===== src/rtl/boid_pixel_writer_if.sv =====
// boid_pixel_writer_if: update handshake and frame-buffer write bus for boid_pixel_writer
// Ports (signals): in_valid/in_ready handshake, x/y new and px/py previous 16.16 positions,
// mem_we/mem_waddr/mem_wdata frame-buffer write, done completion pulse.
interface boid_pixel_writer_if;
    logic        in_valid;
    logic        in_ready;
    logic [31:0] x;
    logic [31:0] y;
    logic [31:0] px;
    logic [31:0] py;
    logic        mem_we;
    logic [18:0] mem_waddr;
    logic [7:0]  mem_wdata;
    logic        done;
    modport master (output in_valid, x, y, px, py, input in_ready, mem_we, mem_waddr, mem_wdata, done);
    modport slave (input in_valid, x, y, px, py, output in_ready, mem_we, mem_waddr, mem_wdata, done);
endinterface


===== src/rtl/boid_pixel_writer.sv =====
// boid_pixel_writer: erases a boid sprite at its previous position and draws it at the new one
// Ports: clk, reset (async active-high), bus (slave: update handshake in, frame-buffer writes and done out).
module boid_pixel_writer #(
    parameter int         SPRITE      = 2,
    parameter logic [7:0] DRAW_COLOR  = 8'hFF,
    parameter logic [7:0] ERASE_COLOR = 8'h00
) (
    input logic               clk,
    input logic               reset,
    boid_pixel_writer_if.slave bus
);
    typedef enum logic [1:0] {IDLE, ERASE, DRAW, DONE} state_t;
    localparam logic [1:0] SMAX = 2'(SPRITE - 1);
    state_t      state_q, state_d;
    logic [1:0]  dc_q, dc_d, dr_q, dr_d;
    logic        first_q, first_d;
    logic [9:0]  col_q, col_d, row_q, row_d, pcol_q, pcol_d, prow_q, prow_d;
    logic [3:0]  clip_q, clip_d;
    logic        mem_we_q, mem_we_d, done_q, done_d;
    logic [18:0] waddr_q, waddr_d;
    logic [7:0]  wdata_q, wdata_d;
    logic        last, erase_n;
    logic [18:0] c, r;
    // Outputs are registered, so the next cycle's pixel is computed from the next-state values.
    always_comb begin
        state_d = state_q;
        dc_d    = dc_q;
        dr_d    = dr_q;
        first_d = first_q;
        col_d   = col_q;
        row_d   = row_q;
        pcol_d  = pcol_q;
        prow_d  = prow_q;
        clip_d  = clip_q;
        last    = dc_q == SMAX && dr_q == SMAX;
        unique case (state_q)
            IDLE: if (bus.in_valid) begin
                state_d = first_q ? DRAW : ERASE;
                first_d = 1'b0;
                col_d   = bus.x[25:16];
                row_d   = bus.y[25:16];
                pcol_d  = bus.px[25:16];
                prow_d  = bus.py[25:16];
                clip_d  = {|bus.py[31:26], |bus.px[31:26], |bus.y[31:26], |bus.x[31:26]};
            end
            ERASE, DRAW: begin
                dc_d = dc_q == SMAX ? 2'd0 : dc_q + 2'd1;
                dr_d = last ? 2'd0 : dc_q == SMAX ? dr_q + 2'd1 : dr_q;
                state_d = !last ? state_q : state_q == ERASE ? DRAW : DONE;
            end
            DONE: state_d = IDLE;
        endcase
        erase_n  = state_d == ERASE;
        c        = 19'(erase_n ? pcol_d : col_d) + 19'(dc_d);
        r        = 19'(erase_n ? prow_d : row_d) + 19'(dr_d);
        mem_we_d = (state_d == ERASE || state_d == DRAW) && c < 19'd640 && r < 19'd480 &&
                   !(erase_n ? |clip_d[3:2] : |clip_d[1:0]);
        waddr_d  = (r << 9) + (r << 7) + c;
        wdata_d  = erase_n ? ERASE_COLOR : DRAW_COLOR;
        done_d   = state_d == DONE;
    end
    always_ff @(posedge clk or posedge reset) begin
        if (reset) begin
            state_q  <= IDLE;
            dc_q     <= 2'd0;
            dr_q     <= 2'd0;
            first_q  <= 1'b1;
            col_q    <= 10'd0;
            row_q    <= 10'd0;
            pcol_q   <= 10'd0;
            prow_q   <= 10'd0;
            clip_q   <= 4'd0;
            mem_we_q <= 1'b0;
            done_q   <= 1'b0;
            waddr_q  <= 19'd0;
            wdata_q  <= 8'd0;
        end else begin
            state_q  <= state_d;
            dc_q     <= dc_d;
            dr_q     <= dr_d;
            first_q  <= first_d;
            col_q    <= col_d;
            row_q    <= row_d;
            pcol_q   <= pcol_d;
            prow_q   <= prow_d;
            clip_q   <= clip_d;
            mem_we_q <= mem_we_d;
            done_q   <= done_d;
            waddr_q  <= waddr_d;
            wdata_q  <= wdata_d;
        end
    end
    assign bus.in_ready  = state_q == IDLE;
    assign bus.mem_we    = mem_we_q;
    assign bus.mem_waddr = waddr_q;
    assign bus.mem_wdata = wdata_q;
    assign bus.done      = done_q;
endmodule


===== src/flat_wrapper.sv =====
// flat-port wrapper written by rule: the top's interface ports become plain ports
module boid_pixel_writer_flat 
#(
    parameter int         SPRITE      = 2,
    parameter logic [7:0] DRAW_COLOR  = 8'hFF,
    parameter logic [7:0] ERASE_COLOR = 8'h00
)
  (clk, reset, bus_in_valid, bus_x, bus_y, bus_px, bus_py, bus_in_ready, bus_mem_we, bus_mem_waddr, bus_mem_wdata, bus_done);
  boid_pixel_writer_if bus_i ();
  input logic clk;
  input logic reset;
  input wire logic [$bits(bus_i.in_valid)-1:0] bus_in_valid;
  input wire logic [$bits(bus_i.x)-1:0] bus_x;
  input wire logic [$bits(bus_i.y)-1:0] bus_y;
  input wire logic [$bits(bus_i.px)-1:0] bus_px;
  input wire logic [$bits(bus_i.py)-1:0] bus_py;
  output wire logic [$bits(bus_i.in_ready)-1:0] bus_in_ready;
  output wire logic [$bits(bus_i.mem_we)-1:0] bus_mem_we;
  output wire logic [$bits(bus_i.mem_waddr)-1:0] bus_mem_waddr;
  output wire logic [$bits(bus_i.mem_wdata)-1:0] bus_mem_wdata;
  output wire logic [$bits(bus_i.done)-1:0] bus_done;
  assign bus_i.in_valid = bus_in_valid;
  assign bus_i.x = bus_x;
  assign bus_i.y = bus_y;
  assign bus_i.px = bus_px;
  assign bus_i.py = bus_py;
  assign bus_in_ready = bus_i.in_ready;
  assign bus_mem_we = bus_i.mem_we;
  assign bus_mem_waddr = bus_i.mem_waddr;
  assign bus_mem_wdata = bus_i.mem_wdata;
  assign bus_done = bus_i.done;
  boid_pixel_writer #(.SPRITE(SPRITE), .DRAW_COLOR(DRAW_COLOR), .ERASE_COLOR(ERASE_COLOR)) u_core (.clk(clk), .reset(reset), .bus(bus_i));
endmodule

===== config.mk =====
export PLATFORM = sky130hd
export DESIGN_NAME = boid_pixel_writer_flat
export DESIGN_NICKNAME = d
export VERILOG_FILES = /design/src/rtl/boid_pixel_writer_if.sv /design/src/rtl/boid_pixel_writer.sv /design/src/flat_wrapper.sv
export SDC_FILE = /design/constraint.sdc
export NUM_CORES = 1
export LEC_CHECK = 0
export CAP_MARGIN = 10
export CORE_ASPECT_RATIO = 1.4
export CORE_MARGIN = 10
export CORE_UTILIZATION = 40
export DETAILED_ROUTE_END_ITERATION = 6
export HOLD_SLACK_MARGIN = 0.06
export PLACE_DENSITY = 0.71
export SKIP_CTS_REPAIR_TIMING = 1
export SLEW_MARGIN = 10
export SYNTH_ARGS = -nofsm -noshare
export SYNTH_HDL_FRONTEND = slang
export SYNTH_SLANG_ARGS = --single-unit

===== constraint.sdc =====
create_clock -name clk -period 6.3 [get_ports clk]
set_clock_uncertainty 0.2 [all_clocks]
set_input_delay 0.63 -clock clk [delete_from_list [all_inputs] [get_ports clk]]
set_output_delay 0.63 -clock clk [all_outputs]
set_load 0.01 [all_outputs]

Word level (Yosys, flattened, before mapping). Index checks and enable logic that the tools add are counted.

Input bits: 131. Register bits after elaboration: 80.

$lt $le $gt $ge: 2. Eq/ne operators: 8. $add $sub $neg: 6. Reductions and logical operators: 15. Mux-type cells: 24.

Operator list (number): 10-bit 2-to-1 mux (10); 19-bit adder (2); 19-bit by 2-bit adder with 19-bit output (2); 6-bit OR reduction (4); 19-bit by 10-bit less-than comparator with 1-bit output, second input constant (1); 19-bit by 9-bit less-than comparator with 1-bit output, second input constant (1); 2-bit 2-to-1 mux (8); 2-bit by 1-bit equality test with 1-bit output, second input constant (4); 2-bit equality test, second input constant (4); 4-bit 2-to-1 mux (2); 8-bit 2-to-1 mux (1); 2-bit case mux with 3 select lines (1); 2-bit OR reduction (3); 2-bit by 1-bit adder with 2-bit output, second input constant (2); 1-bit logical AND (4); 2-bit logical NOT (1); 1-bit 2-to-1 mux (2); 2-bit AND reduction (1); 1-bit logical NOT (1); 1-bit logical OR (1).

Logic depth before layout (Yosys ltp).
Depth in word-level cells: 11. Depth in mapped cells: 28. Depth with buffers taken out: 26.

Worst setup path before layout. No wires, ideal clock.

Path kind: input -> register. Start point: input bus_in_valid. End point: register u_core.waddr_q[18] (netlist: u_core.bus.mem_waddr[18]). Required time: 5.973 ns. Slack: 0.175 ns. Data arrival time: 5.798 ns. Buffers on the path: 4. Stages on the path: 26. Path through: buf_6 -> clkbuf_1 -> nand2_1 -> o211ai_1 -> o21ai_0 -> ha_1 -> clkinv_1 -> buf_1 -> clkbuf_1 -> mux2_2 -> ha_1 -> inv_1 -> fa_1 -> inv_1 -> and2_1 -> nor2_1 -> inv_1 -> fa_1 -> inv_1 -> fa_1 -> a21o_1 -> a21oi_1 -> o21ai_0 -> o41ai_1 -> o21ai_0 -> xnor2_1.

Longest elaborated chain between the ends: 7.

Ends and longest elaborated chain: from (decl) (RTL line flat_wrapper.sv:12) `input wire logic [$bits(bus_i.in_valid)-1:0] bus_in_valid;`; 2-bit 2-to-1 mux * (RTL line boid_pixel_writer.sv:37) `IDLE: if (bus.in_valid) begin`; 2-bit case mux with 3 select lines * (RTL line boid_pixel_writer.sv:36) `unique case (state_q)`; net u_core.state_d[0] (RTL line boid_pixel_writer.sv:14) `state_t state_q, state_d;`; 2-bit by 1-bit equality test with 1-bit output * (RTL line boid_pixel_writer.sv:53) `erase_n = state_d == ERASE;`; 10-bit 2-to-1 mux (RTL line boid_pixel_writer.sv:55) `r = 19'(erase_n ? prow_d : row_d) + 19'(dr_d);`; 19-bit by 2-bit adder with 19-bit output (RTL line boid_pixel_writer.sv:55); 19-bit adder (RTL line boid_pixel_writer.sv:58) `waddr_d = (r << 9) + (r << 7) + c;`; 19-bit adder * (RTL line boid_pixel_writer.sv:58); net u_core.waddr_d[18] (RTL line boid_pixel_writer.sv:20) `logic [18:0] waddr_q, waddr_d;`; to (signal assigned) (RTL line boid_pixel_writer.sv:89) `waddr_q <= waddr_d;`; to (decl) (RTL line boid_pixel_writer.sv:20).

Mark *: on every way through the listed nets, which the timed path passes. The rest lies on a longest branch. A chain may end at the register's enable or synchronous reset.

Final worst setup path.
Start point: register u_core.dr_q[1]. End point: register u_core.waddr_q[18] (netlist: u_core.bus.mem_waddr[18]).

Longest elaborated chain between the ends: 9.

Ends and longest elaborated chain: from (decl) (RTL line boid_pixel_writer.sv:15) `logic [1:0] dc_q, dc_d, dr_q, dr_d;`; from (signal assigned) (RTL line boid_pixel_writer.sv:80) `dr_q <= dr_d;`; 2-bit by 1-bit equality test with 1-bit output * (RTL line boid_pixel_writer.sv:35) `last = dc_q == SMAX && dr_q == SMAX;`; 1-bit logical AND * (RTL line boid_pixel_writer.sv:35); 2-bit 2-to-1 mux * (RTL line boid_pixel_writer.sv:49) `state_d = !last ? state_q : state_q == ERASE ? DRAW : DONE;`; 2-bit case mux with 3 select lines * (RTL line boid_pixel_writer.sv:36); net u_core.state_d[0] (RTL line boid_pixel_writer.sv:14); 2-bit by 1-bit equality test with 1-bit output * (RTL line boid_pixel_writer.sv:53); 10-bit 2-to-1 mux (RTL line boid_pixel_writer.sv:55); 19-bit by 2-bit adder with 19-bit output (RTL line boid_pixel_writer.sv:55); 19-bit adder (RTL line boid_pixel_writer.sv:58); 19-bit adder * (RTL line boid_pixel_writer.sv:58); net u_core.waddr_d[18] (RTL line boid_pixel_writer.sv:20).

Marked as above.

==> run_results.csv <==
group,metric,value,unit
synth,post_synth_main_area_contributors,"dfrtp_1 41%, nand2_1 8.6%, ha_1 8.2%",
route,drc,0,
timing,max-slew-margin-rel,0.3914,
synth,yosysWarnings,0,
synth,synthCells,447,
worst_setup_path,crit_chain,"inv_1 > ha_1 > nand2_1 > nor2_1 > o211ai_1 > o21ai_1 > ha_1 > clkinv_1 > buf_4 > mux2_2 > ha_1 > a21oi_1 > nor2_1 > nand3_1 > xor2_1 > fa_1 > inv_1 > fa_1 > a21o_1 > a21oi_1 > o21ai_0 > o41ai_2 > o21ai_0 > xnor2_1",
synth,yosysMostFrequentCell,"nand2_1",
worst_setup_path,cp_common_cell,"ha_1",
synth,syn_nets,612,
route,drt_iter0_markers,156,
final_layout,drive_gt1_frac,0.1140,
synth,synth.distinct_cells,63,
synth,syn_area,4446,um^2
die,die_area,15790,um^2
synth,synth-main-ff-cell,"dfrtp_1",
grt,grt_pass1_vias,3799,
route,wl_per_cell,16.48,um
worst_setup_path,crit_fanout,6,
route,wirelength,11290,um
timing,setup_viol,0,
die,io_pins,161,
placed_design,gp_congestion,0.8143,
power_and_ir_drop,peakVddDrop,0.7404,mV
route,top_layer,"met4",
die,row_count,45,
placed_design,numPortBuffers,96,
clocking,cts_made_buffers,9,
synth,synth_top_cells_by_count,"102 x nand2_1, 72 x dfrtp_1, 29 x ha_1, 24 x inv_1, 20 x mux2_2",
min_path,min_path_type,"register to register",
route,vias,3580,
final_layout,nets,704,
clocking,clkTransAtPathRegs,0.06,ns
worst_setup_path,cpPeakStageDelay,0.48,ns
placed_design,dp_hpwl,8882,um
final_layout,syn2layout_area_growth,29.72,%
grt,antenna_found_initial,0,
clocking,clk_root_buffer_cell,"clkbuf_16",
synth,synth_edf_count,0,
route,ant_nets,0,
synth,yosysTopAreaCell,"dfrtp_1",
die,core_area,10870,um^2
timing,grt_setup_unrepaired,"false",
worst_setup_path,cp_slowest_cell,"fa_1",
worst_setup_path,crit_buf_inv,4,
power_and_ir_drop,p_leak,2.579,nW
clocking,cts_buffer_depth,2,
run,maxCapViolations,0,
timing,timing.fmax,172.8,MHz
power_and_ir_drop,power,0.004430,W
timing,min_period_over_period,0.9188,
timing,whs,0.2679,ns
route,drt_first_pass_iters,4,
status,outcome,"finished, final reports clean",
worst_setup_path,crit_type,"register to register",
route,met1Wirelength,3954,um
timing,fin_crit,5.788,ns
worst_setup_path,path_delay_family,"adder cells",
route,wl_met2,6396,um
die,start_util,0.4091,
final_layout,antennaDiodeCount,0,
grt,grt_start_max_net_pins,74,
worst_setup_path,cp.required,6.35,ns
timing,tns,0,ns
synth,synth_area_per_cell,9.945,um^2
synth,yosysTopAreaCellShare,0.4053,
die,die_y,144.7,um
clocking,h-tree-depth,3,
timing,worst_pin_slew,0.9128,ns
clocking,cts_sinks,73,
clocking,cts_tree,"yes",
die,die_w,109.1,um
timing,report.final.slew_viol_count,0,
clocking,clock_insertion_delay_worst_skew,0.34,ns
synth,async_flop_share,1.000,
worst_setup_path,critPathCaptureType,"register",
grt,grt-ovfl-total,0,
route,viasPerCell,5.226,
grt,grtUsageTotal,0.1502,
power_and_ir_drop,power.density,768.1,nW/um^2
worst_setup_path,cp.arrival,5.84,ns
synth,ys_ff_latch,73,
worst_setup_path,start_kind,"register",
route,route.met3.wl,658,um
timing,final_hold_viol_count,0,
final_layout,fillCellCount,971,
synth,yosysSeqAreaShare,0.4112,
grt,grt_pass1_wl,18440,um
kinds of logic after synthesis:
group / synth area share
AO/OA/AOI/OAI: 0.09935
XOR/XNOR: 0.04813
adder cells (fa/ha/maj): 0.1041
buffers and inverters: 0.05685
flip-flops: 0.4112
multiplexers: 0.09766
AND/OR/NAND/NOR: 0.1827
through the flow:
stage	instances	area (um^2)	setup WS [ns]	utilization
after floorplan	447	4446	0.1750	-
after global placement	669	5484	0.08642	0.5047
after detailed placement	669	5484	-0.05573	0.5047
after CTS	685	5759	0.2013	0.5300
after global routing	685	5767	0.07108	0.5307
final	685	5767	0.5115	0.5307
area by class of cell:
| cell class | count | area [um^2] | area share |
|---|---|---|---|
| Clock buffer | 12 | 246.5 | 0.04274 |
| Inverter | 25 | 93.84 | 0.01627 |
| Tap cell | 141 | 176.4 | 0.03059 |
| Sequential cell | 73 | 1828 | 0.3170 |
| Multi-Input combinational cell | 326 | 2372 | 0.4114 |
| Clock inverter | 4 | 28.78 | 0.004990 |
| Timing Repair Buffer | 104 | 1021 | 0.1770 |
sequential cells by signal (all words and copies together), names as in the netlist:
| signal | flops |
|---|---|
| u_core.bus.done | 1 |
| u_core.bus.mem_waddr | 19 |
| u_core.bus.mem_wdata | 1 |
| u_core.bus.mem_we | 1 |
| u_core.clip_q | 4 |
| u_core.col_q | 10 |
| u_core.dc_q | 2 |
| u_core.dr_q | 2 |
| u_core.first_q | 1 |
| u_core.pcol_q | 10 |
| u_core.prow_q | 10 |
| u_core.row_q | 10 |
| u_core.state_q | 2 |
placed cells by master, fill, tap and decap left out, types with 13 or more instances in the layout:
cell type        count
a21oi_1             13
clkdlybuf4s50_1     96
dfrtp_1             72
ha_1                29
inv_1               23
mux2_2              20
nand2_1            102
nand3_1             18
nor2_1              14
xnor2_1             13
worst register-to-register path: stages (launching register included):
cell and delay [ns]:
dfrtp_1 0.37, inv_1 0.06, ha_1 0.17, nand2_1 0.06, nor2_1 0.21, o211ai_1 0.12, o21ai_1 0.24, ha_1 0.22
clkinv_1 0.22, buf_4 0.23, mux2_2 0.30, ha_1 0.28, a21oi_1 0.11, nor2_1 0.25, nand3_1 0.13, xor2_1 0.17
fa_1 0.48, inv_1 0.07, fa_1 0.46, a21o_1 0.19, a21oi_1 0.21, o21ai_0 0.20, o41ai_2 0.34, o21ai_0 0.19
xnor2_1 0.22
power by group:
part	internal [W]	switching, W
Sequential	0.000739	0.000103
Clock	0.000277	0.000193
Combinational	0.00144	0.00167
Total	0.00246	0.00197
worst paths after layout:
| kind | from | end | slack, ns | cells after the start |
|---|---|---|---|---|
| worst max-delay path | u_core.dr_q[1]$_DFF_PP0_ | u_core.bus.mem_waddr[18]$_DFF_PP0_ | 0.51 | 24 |
| worst min-delay path | u_core.col_q[0]$_DFF_PP0_ | u_core.col_q[0]$_DFF_PP0_ | 0.27 | 2 |
| worst max register to register | u_core.dr_q[1]$_DFF_PP0_ | u_core.bus.mem_waddr[18]$_DFF_PP0_ | 0.51 | 24 |
| worst min register to register | u_core.col_q[0]$_DFF_PP0_ | u_core.col_q[0]$_DFF_PP0_ | 0.27 | 2 |
| max in group asynchronous | reset | u_core.prow_q[1]$_DFF_PP0_ | 4.61 | 3 |
| min in group asynchronous | reset | u_core.prow_q[7]$_DFF_PP0_ | 0.69 | 3 |
metal layers:
layer,vias up,GRT usage
met1,1731,0.1481
met4,0,0.07029
met5,-,0
met2,94,0.2827
met3,20,0.03807
li1,1735,-
(Power assumes the default switching activity.)
